### config.mk
export PLATFORM = sky130hd
export DESIGN_NAME = uart_tx_streamer
export DESIGN_NICKNAME = d
export VERILOG_FILES = /design/src/rtl/uart_stream_pkg.sv /design/src/rtl/byte_fifo.sv /design/src/rtl/uart_tx_streamer.sv
export SDC_FILE = /design/constraint.sdc
export NUM_CORES = 1
export LEC_CHECK = 0
export BUFFER_PORTS_ARGS = -buffer_cell sky130_fd_sc_hd__buf_2
export CAP_MARGIN = 20
export CORE_MARGIN = 10
export CORE_UTILIZATION = 50
export DETAILED_ROUTE_END_ITERATION = 6
export MAX_ROUTING_LAYER = met4
export PLACE_DENSITY = 0.78
export SLEW_MARGIN = 0
export SYNTH_ARGS = -nofsm -noshare
export SYNTH_HDL_FRONTEND = slang
export SYNTH_SLANG_ARGS = --single-unit
### constraint.sdc
create_clock -name clk_pi -period 5.8 [get_ports clk_pi]
set_input_delay 0 -clock clk_pi [delete_from_list [all_inputs] [get_ports clk_pi]]
set_output_delay 0 -clock clk_pi [all_outputs]
set_load 0.05 [all_outputs]
### src/rtl/uart_stream_pkg.sv
// Purpose  : shared FSM state type, UART register map and control bit positions for the TX streamer.
// Latency  : n/a (declarations only).
// Backpres.: n/a.
// Optional : UART_STREAM_RX_EN adds the RX_RD / RX_CLR states to the state enum.
package uart_stream_pkg;

   // UART register interface map
   localparam logic [1:0] ADDR_CTRL   = 2'b00;
   localparam logic [1:0] ADDR_TXDATA = 2'b01;
   localparam logic [1:0] ADDR_RXDATA = 2'b11;

   // Control register bits
   localparam int CTRL_SEND_BIT  = 0;
   localparam int CTRL_NEWRX_BIT = 1;

   // Value written to the control register to start a send
   localparam logic [31:0] CTRL_START = 32'd1;

   typedef enum logic [2:0] {
      IDLE,
      WR_DATA,
      WR_CTRL,
      GUARD,
      POLL
`ifdef UART_STREAM_RX_EN
      ,
      RX_RD,
      RX_CLR
`endif
   } state_t;

   // Zero-extend a byte to a UART data-bus word
   function automatic logic [31:0] byte_word(input logic [7:0] b);
      return {24'd0, b};
   endfunction

endpackage

### src/rtl/byte_fifo.sv
// Purpose  : byte FIFO, DEPTH entries (power of two), pointers wrap modulo DEPTH.
// Latency  : a pushed byte is visible at rdata the cycle after the push (show-ahead head).
// Backpres.: push is dropped when full unless a pop happens in the same cycle; pop on empty is ignored.
// Ports    : clk/rst (async active-high), push/wdata in, pop in, rdata = head,
//            full/empty flags, count = bytes held ($clog2(DEPTH)+1 bits).
module byte_fifo #(
   parameter int DEPTH = 16
) (
   input  logic                     clk,
   input  logic                     rst,
   input  logic                     push,
   input  logic [7:0]               wdata,
   input  logic                     pop,
   output logic [7:0]               rdata,
   output logic                     full,
   output logic                     empty,
   output logic [$clog2(DEPTH):0]   count
);

   localparam int AW = $clog2(DEPTH);

   logic [7:0]    mem [DEPTH];
   logic [AW-1:0] wr_ptr;
   logic [AW-1:0] rd_ptr;
   logic          do_push;
   logic          do_pop;

   assign full  = (count == DEPTH[AW:0]);
   assign empty = (count == '0);
   assign rdata = mem[rd_ptr];

   // A pop frees a slot in the same cycle, so a full FIFO still takes a push then
   assign do_pop  = pop && !empty;
   assign do_push = push && (!full || do_pop);

   // Storage has no reset; only the pointers and count define validity
   always_ff @(posedge clk) begin
      if (do_push) begin
         mem[wr_ptr] <= wdata;
      end
   end

   always_ff @(posedge clk or posedge rst) begin
      if (rst) begin
         wr_ptr <= '0;
         rd_ptr <= '0;
         count  <= '0;
      end else begin
         // Pointer width is exactly log2(DEPTH), so increments wrap modulo DEPTH
         if (do_push) begin
            wr_ptr <= wr_ptr + 1'b1;
         end
         if (do_pop) begin
            rd_ptr <= rd_ptr + 1'b1;
         end
         if (do_push && !do_pop) begin
            count <= count + 1'b1;
         end else if (do_pop && !do_push) begin
            count <= count - 1'b1;
         end
      end
   end

endmodule

### src/rtl/uart_tx_streamer.sv
// Purpose  : drains a CPU-filled byte FIFO into a UART register interface (data write, start write, poll busy).
// Latency  : first uart_we_o two cycles after a push into an empty FIFO while idle; one byte per send.
// Backpres.: pushes beyond DEPTH are dropped and latch overflow_o; POLL holds while the UART send bit is set.
// Ports    : clk_pi, rst (async active-high); push_i/push_data_i CPU write; full_o/empty_o/count_o/overflow_o
//            FIFO status; busy_o = not IDLE; uart_we_o/uart_addr_o/uart_data_o register writes/reads,
//            uart_data_i combinational read data.
// Optional : UART_STREAM_RX_EN adds rx_valid_o/rx_data_o and RX capture (RX_RD, RX_CLR), taking priority over TX.
import uart_stream_pkg::*;

module uart_tx_streamer #(
   parameter int DEPTH = 16
) (
   input  logic                     clk_pi,
   input  logic                     rst,
   input  logic                     push_i,
   input  logic [7:0]               push_data_i,
   output logic                     full_o,
   output logic                     empty_o,
   output logic [$clog2(DEPTH):0]   count_o,
   output logic                     overflow_o,
   output logic                     busy_o,
   output logic                     uart_we_o,
   output logic [1:0]               uart_addr_o,
   output logic [31:0]              uart_data_o,
   input  logic [31:0]              uart_data_i
`ifdef UART_STREAM_RX_EN
   ,
   output logic                     rx_valid_o,
   output logic [7:0]               rx_data_o
`endif
);

   state_t     state;
   logic [7:0] fifo_head;
   logic       fifo_pop;
   logic       rx_req;

`ifdef UART_STREAM_RX_EN
   assign rx_req = uart_data_i[CTRL_NEWRX_BIT];
   logic unused_rdata;
   assign unused_rdata = ^uart_data_i[31:8];
`else
   // New-RX flag is ignored without RX capture
   assign rx_req = 1'b0;
   logic unused_rdata;
   assign unused_rdata = ^uart_data_i[31:1];
`endif

   // The head is consumed on the IDLE->WR_DATA edge, the same edge that registers it onto uart_data_o
   assign fifo_pop = (state == IDLE) && !empty_o && !rx_req;
   assign busy_o   = (state != IDLE);

   byte_fifo #(
      .DEPTH (DEPTH)
   ) u_fifo (
      .clk   (clk_pi),
      .rst   (rst),
      .push  (push_i),
      .wdata (push_data_i),
      .pop   (fifo_pop),
      .rdata (fifo_head),
      .full  (full_o),
      .empty (empty_o),
      .count (count_o)
   );

   // Sticky: a push that found the FIFO full with no simultaneous pop was lost
   always_ff @(posedge clk_pi or posedge rst) begin
      if (rst) begin
         overflow_o <= 1'b0;
      end else if (push_i && full_o && !fifo_pop) begin
         overflow_o <= 1'b1;
      end
   end

   // Outputs are registered together with the state: each transition loads the
   // bus values belonging to the state being entered.
   always_ff @(posedge clk_pi or posedge rst) begin
      if (rst) begin
         state       <= IDLE;
         uart_we_o   <= 1'b0;
         uart_addr_o <= ADDR_CTRL;
         uart_data_o <= '0;
`ifdef UART_STREAM_RX_EN
         rx_valid_o  <= 1'b0;
         rx_data_o   <= '0;
`endif
      end else begin
`ifdef UART_STREAM_RX_EN
         rx_valid_o <= 1'b0;
`endif
         case (state)
            IDLE: begin
`ifdef UART_STREAM_RX_EN
               if (rx_req) begin
                  state       <= RX_RD;
                  uart_we_o   <= 1'b0;
                  uart_addr_o <= ADDR_RXDATA;
                  uart_data_o <= '0;
               end else
`endif
               if (!empty_o) begin
                  state       <= WR_DATA;
                  uart_we_o   <= 1'b1;
                  uart_addr_o <= ADDR_TXDATA;
                  uart_data_o <= byte_word(fifo_head);
               end else begin
                  uart_we_o   <= 1'b0;
                  uart_addr_o <= ADDR_CTRL;
                  uart_data_o <= '0;
               end
            end

            WR_DATA: begin
               state       <= WR_CTRL;
               uart_we_o   <= 1'b1;
               uart_addr_o <= ADDR_CTRL;
               uart_data_o <= CTRL_START;
            end

            // GUARD gives the UART one cycle to raise its send bit before we poll it
            WR_CTRL: begin
               state       <= GUARD;
               uart_we_o   <= 1'b0;
               uart_addr_o <= ADDR_CTRL;
               uart_data_o <= '0;
            end

            GUARD: begin
               state       <= POLL;
               uart_we_o   <= 1'b0;
               uart_addr_o <= ADDR_CTRL;
               uart_data_o <= '0;
            end

            // No timeout: a stuck send bit parks the streamer here
            POLL: begin
               uart_we_o   <= 1'b0;
               uart_addr_o <= ADDR_CTRL;
               uart_data_o <= '0;
               if (!uart_data_i[CTRL_SEND_BIT]) begin
                  state <= IDLE;
               end
            end

`ifdef UART_STREAM_RX_EN
            RX_RD: begin
               rx_data_o   <= uart_data_i[7:0];
               rx_valid_o  <= 1'b1;
               state       <= RX_CLR;
               uart_we_o   <= 1'b1;
               uart_addr_o <= ADDR_CTRL;
               uart_data_o <= '0;
            end

            RX_CLR: begin
               state       <= IDLE;
               uart_we_o   <= 1'b0;
               uart_addr_o <= ADDR_CTRL;
               uart_data_o <= '0;
            end
`endif

            default: begin
               state       <= IDLE;
               uart_we_o   <= 1'b0;
               uart_addr_o <= ADDR_CTRL;
               uart_data_o <= '0;
            end
         endcase
      end
   end

endmodule

==> metrics.cfg, run 1 <==
[outcome]
outcome=finished, final reports clean

[worst_setup_path]
cp-startpoint=state[1]
endpoint_kind=register
ff2ff_setup_slack_ns=2.90
crit_fanout=10
r2r-start=state[1]
slowest_delay_ns=0.46
crit_slowest_cell=or3_1
cp.required_ns=6.14
critPathArrivalTime_ns=3.24
reg2regPathDepth=9
cp_cell_sequence=or3_1 -> a31oi_4 -> ha_1 -> inv_1 -> fa_1 -> a21o_1 -> a21oi_1 -> mux2i_1 -> xnor2_1
reg2reg_to=u_fifo.count[4]
critPathKind=register to register
cp-start-kind=register

[synthesis]
muxShareOfSynthArea=0.122
postSynthCellCount=346
synth_cell_type_count=40
async_flop_share=0.174
synth_xor_xnor_area_share=0.0152
seq_area_frac_synth=0.713
synth_edf_count=128
synthSimpleGateAreaFrac=0.0529
synthAdderAreaFrac=0.0209
synthFlopType=edfxtp_1
syn_avg_cell_area_sq_um=18.3
synth_compound_area_frac=0.0274
syn_area_sq_um=6340
synth_seq_cells=155
synth_top_family_by_area=multiplexers
yosysWarningCount=0

[clock_tree]
ctsHtreeMaxLevel=4
post_cts_buffers=0
cts_made_buffers=17
cts_tree=done
clk_latency_ns=0.42
clk_path_buf_depth=2
cts.clk_slew.worst_paths_ns=0.06
clockRootBuffer=clkbuf_16
tritoncts_num_sinks=155

[sta]
slew_viol_final=0
timing.hold.ws_ns=0.167
grt_setup_unrepaired=no
setup_viol=0
fin_crit_sh=0.500
min_period_ns=2.90
worstMarginPinSlew_ns=1.05
clock_skew_ns=0.0131
finalHoldViolCount=0
tns_ns=0
fin_ws_ns=2.90
relSlewSlack=0.297
max_freq_mhz=345

[power_and_ir_drop]
p_leak_nw=2.62
ir_drop_mv=0.428
power_density_nw_per_um2=538

[grt]
grt_busiest_layer=met2
grt_pass1_vias=3388
met3_usage=0.0643
grt_usage=0.152
antenna_found_initial=0
use_met2=0.237
grt_max_degree=36
grt_overflow=0
grtUsageMet1=0.172
grt_pass1_wl_microns=19500

[drt]
post_drt_via_cell_ratio=5.41
wl_per_cell_microns=21.6
first_iter_violations=338
drtAntennaViolNets=0
drc=0
drt_first_pass_iters=4
num_vias=3128
wl_microns=12500

[finish]
fin_nets=446
syn2layout_area_growth_pct=15.2
diodes=0
final_layout_size_suffix_gt1_frac=0.259
nFillCells=921
design_area_sq_um=7300

[floorplanning]
fp.dieH_microns=133
initial_core_util=0.506
ios=87
core-area_sq_um=12500
rows=41
dieArea_sq_um=17600
die_w_microns=133

[place]
dpl_cell_area_sq_um=6540
place_hpwl_microns=7640
port_buffers=30
gp_congestion=0.779
place_ws_ns=2.99

[min_path]
min_path_type=input port to async pin

[job]
cap_violations=0

## per-stage QoR
stage / total power [mW] / utilization / cells
global placement: 2.74 / 0.522 / 533
detailed placement: 2.78 / 0.522 / 533
global route: 4.11 / 0.583 / 578
CTS: 3.94 / 0.579 / 576
finish: 3.93 / 0.583 / 578
floorplan: 2.51 / - / 370
## kinds of logic after synthesis
family | count (synthesis)
AO/OA/AOI/OAI | 25
XOR/XNOR | 11
adder cells (fa/ha/maj) | 10
buffers and inverters | 51
flip-flops | 155
multiplexers | 38
other | 1
AND/OR/NAND/NOR | 55
## critical path: cells and delay by family (launching register included)
| kind | cells | cell delay [ns] |
|---|---|---|
| AO/OA/AOI/OAI | 3 | 0.74 |
| XOR/XNOR | 1 | 0.15 |
| adder cells (fa/ha/maj) | 2 | 0.65 |
| buffers and inverters | 1 | 0.10 |
| flip-flops | 1 | 0.44 |
| multiplexers | 1 | 0.27 |
| AND/OR/NAND/NOR | 1 | 0.46 |
## synth_stat cells (4+ instances only)
| library cell | number | share of area |
|---|---|---|
| edfxtp_1 | 128 | 0.61 |
| mux4_2 | 31 | 0.11 |
| buf_4 | 27 | 0.032 |
| dfrtp_1 | 27 | 0.11 |
| o22ai_1 | 14 | 0.014 |
| and2_1 | 13 | 0.013 |
| inv_1 | 11 | 0.0065 |
| ha_1 | 9 | 0.018 |
| xnor2_1 | 9 | 0.012 |
| nand2_1 | 8 | 0.0047 |
| nor2_1 | 8 | 0.0047 |
| nor3_1 | 8 | 0.0063 |
| buf_2 | 5 | 0.0039 |
| clkbuf_1 | 5 | 0.0030 |
| mux2i_1 | 4 | 0.0063 |
## what timing repair did
action | in CTS | in global routing
hold endpoints to repair | 158 | 0
resized for setup | 0 | 0
endpoints found under the setup margin | 0 | 0
hold buffers | 11 | 0
## routing by layer
metal  vias to the layer above  routed length, microns
li1                       1382                       -
met1                      1596                    4890
met2                       129                    6210
met3                        21                    1110
met4                         0                     255
met5                         -                       0
## worst max-delay path by stage
stage,to,depth (start not counted)
3_5_place_dp,u_fifo.count[4],9
6_report,u_fifo.count[4],9
5_1_grt,u_fifo.count[4],10
2_1_floorplan,u_fifo.count[4],11
3_3_place_gp,u_fifo.count[4],9
4_1_cts,u_fifo.count[4],9
## state kept, by name, indices dropped and copies added, names as in the netlist
register       flops
u_fifo.count       5
overflow_o         1
u_fifo.mem       128
u_fifo.wr_ptr      4
state              3
uart_we_o          1
uart_addr_o        1
uart_data_o        8
u_fifo.rd_ptr      4
## where the power goes
group | switching [mW] | internal [mW] | total [mW]
clock | 0.424 | 0.714 | 1.14
combinational | 0.709 | 0.501 | 1.21
sequential | 0.186 | 1.39 | 1.58
## layout by cell type (no fill, tap or decap), drive strengths merged, types with 4 or more instances in the layout
cell,Yosys,routed
mux4,31,31
o22ai,14,14
bufinv,0,4
clkbuf,5,19
xnor2,9,9
and2,13,13
clkinv,0,4
mux2i,4,4
nor2,8,8
dfrtp,27,27
nand2b,4,4
clkinvlp,0,5
ha,9,9
edfxtp,128,128
conb,1,25
buf,34,32
nor3,8,8
dlygate4sd3,0,11
inv,12,12
nand2,8,8
## final cells by class
cell class / count / area (sq um) / area share
Clock buffer: 19 / 433 / 0.0593
Clock inverter: 13 / 175 / 0.0240
Inverter: 12 / 45.0 / 0.00617
Multi-Input combinational cell: 164 / 1600 / 0.220
Sequential cell: 155 / 4520 / 0.619
Tap cell: 172 / 215 / 0.0295
Timing Repair Buffer: 43 / 308 / 0.0422
Note: power is estimated with default switching activity, not from simulation.
==> run 2, diff against run 1 <==
--- a/config.mk
+++ b/config.mk
@@ -11,7 +11,7 @@
 export CORE_UTILIZATION = 50
 export DETAILED_ROUTE_END_ITERATION = 6
 export MAX_ROUTING_LAYER = met4
-export PLACE_DENSITY = 0.78
+export PLACE_DENSITY = 0.81
 export SLEW_MARGIN = 0
 export SYNTH_ARGS = -nofsm -noshare
 export SYNTH_HDL_FRONTEND = slang
==> constraint.sdc (replaced) <==
create_clock -name clk_pi -period 2.44 [get_ports clk_pi]
set_input_delay 0 -clock clk_pi [delete_from_list [all_inputs] [get_ports clk_pi]]
set_output_delay 0 -clock clk_pi [all_outputs]
set_load 0.05 [all_outputs]
==> run 2 against run 1 <==
Net effect:
- flip-flop and latch count stayed put
- core utilization is 2.3 points higher
- maximum frequency is 22% higher
- non-clock buffer count is 26 higher
- sequential power is 130% higher
- design area is 3.9% higher
- power is 140% higher
- global-route usage is 0.30 points higher
- critical path depth stayed put
- cell count is 4.3% higher
- clock power is 140% higher
- combinational power grew to 2.7 times the previous value
- critical endpoint unchanged
==> metrics.cfg, run 2 (synthesized netlist as in run 1, its figures left out) <==
[finish]
final_cells=603
top_register=u_fifo.mem
largest_register_ff_count=128
final_cell_mix=edfxtp_1, mux4_2, buf_2
fin_nets=472
nFillCells=871
multi_input_area_sq_um=1650
seq_area_sq_um=4530
syn2layout_area_growth_pct=19.7
layout_commonest_cell=edfxtp_1
top_regs=u_fifo.mem (128), uart_data_o (8), u_fifo.count (5)
final_layout_size_suffix_gt1_frac=0.336
diodes=0
design_area_sq_um=7590

[place]
port_buffers=30
dpl_cell_area_sq_um=6800
dp.cells=558
gp_congestion=0.791
place_hpwl_microns=7850
place_ws_ns=0.0203

[worst_setup_path]
endpoint_kind=register
endpoint=u_fifo.count[4]
r2r-start=state[2]
critPathKind=register to register
cp-startpoint=state[2]
crit_slowest_cell=or3_4
slowest_delay_ns=0.42
crit_fanout=5
cp-start-kind=register
critPathArrivalTime_ns=2.72
reg2reg_to=u_fifo.count[4]
cp.required_ns=2.79
reg2regPathDepth=9
ff2ff_setup_slack_ns=0.07
cp_cell_sequence=or3_4 -> a31oi_4 -> ha_4 -> inv_4 -> fa_2 -> a21o_1 -> a21oi_2 -> mux2i_1 -> xnor2_1

[floorplanning]
rows=41
ios=87
initial_core_util=0.506
core-area_sq_um=12500
die_w_microns=133
fp.dieH_microns=133
dieArea_sq_um=17600

[clock_tree]
cts_tree=done
cts.clk_slew.worst_paths_ns=0.06
tritoncts_num_sinks=155
clockRootBuffer=clkbuf_16
cts_made_buffers=17
clk_latency_ns=0.42
ctsHtreeMaxLevel=4
clk_path_buf_depth=2

[drt]
drtAntennaViolNets=0
drt_first_pass_iters=7
wl_per_cell_microns=20.8
post_drt_via_cell_ratio=5.41
drc=0
num_vias=3265
wl_microns=12600
first_iter_violations=244

[sta]
relSlewSlack=0.634
fin_ws_ns=0.0693
worstMarginPinSlew_ns=0.549
max_freq_mhz=422
clock_skew_ns=0.0113
fin_crit_sh=0.972
grt_setup_unrepaired=yes
finalHoldViolCount=0
setup_viol=0
timing.hold.ws_ns=0.167
min_period_ns=2.37
slew_viol_final=0
tns_ns=0

[min_path]
min_path_type=input port to async pin

[grt]
grt_pass1_vias=3500
grt_overflow=0
grt_usage=0.155
grt_pass1_wl_microns=20200
grt_max_degree=28
antenna_found_initial=0

[power_and_ir_drop]
switchingPower_mw=3.26
comb_power_share=0.340
p_leak_nw=2.78
power_density_nw_per_um2=1270
switching_share=0.339
p_int_mw=6.36
ir_drop_mv=0.662
pwr-share-seq=0.381
power.share.clock=0.279

[outcome]
outcome=finished, final reports clean

[job]
cap_violations=0

[run 2: changes by cell type in the layout (fill, tap and decap cells not counted), moves of 3 or more]
cell	delta
buf_4	+23
clkinv_4	+4
clkinvlp_4	-4
dfrtp_1	-4
dfrtp_2	+4
buf_12	+3
inv_6	+3
[run 2: cell type report]
cell class,count,area share
clock inverter,14,0.0244
tap,172,0.0284
timing repair buffer,69,0.0713
sequential,155,0.597
multi-input combinational,164,0.217
clock buffer,17,0.0561
inverter,12,0.00627
[run 2: power groups by stage]
stage,logic (mW),registers (mW),clock network (mW)
after CTS,3.22,3.67,2.73
after global routing,3.52,3.72,2.82
final,3.27,3.66,2.68
after floorplan,2.11,3.92,0
after detailed placement,3.14,3.71,0
after global placement,3.06,3.67,0
[run 2: critical path: cells and delay by family (launching register included)]
kind	cells	cell delay (ns)
buf+inv	1	0.05
compound gates	3	0.53
flops	1	0.38
simple gates	1	0.42
xor+xnor	1	0.14
fa+ha+maj	2	0.54
mux	1	0.23
[run 2: routing by layer]
layer	part of all wire	up-vias	GRT usage
met5	0	-	-
met1	0.38	1663	0.178
li1	-	1429	-
met3	0.093	16	0.0526
met4	0.019	0	0.0703
met2	0.51	157	0.241
[run 2: worst min path at each step]
stage | endpoint | startpoint | cells after the start | slack (ns)
global placement | overflow_o | push_i | 2 | 0.25
floorplan | overflow_o | rst | 1 | 0.05
global route | uart_data_o[7] | rst | 3 | 0.22
detailed placement | overflow_o | push_i | 2 | 0.26
CTS | overflow_o | push_i | 3 | 0.35
finish | u_fifo.rd_ptr[1] | rst | 3 | 0.17
[run 2: timing repair]
item	4_1_cts	5_1_grt
hold buffers	11	0
setup endpoints to repair	0	2
setup buffers	0	2
hold endpoints to repair	157	0
resized for setup	0	4
[run 2: through the flow]
step	power, mW	util
finish	9.62	0.606
global route	10.1	0.606
CTS	9.61	0.601
detailed placement	6.85	0.543
global placement	6.73	0.543
floorplan	6.03	-
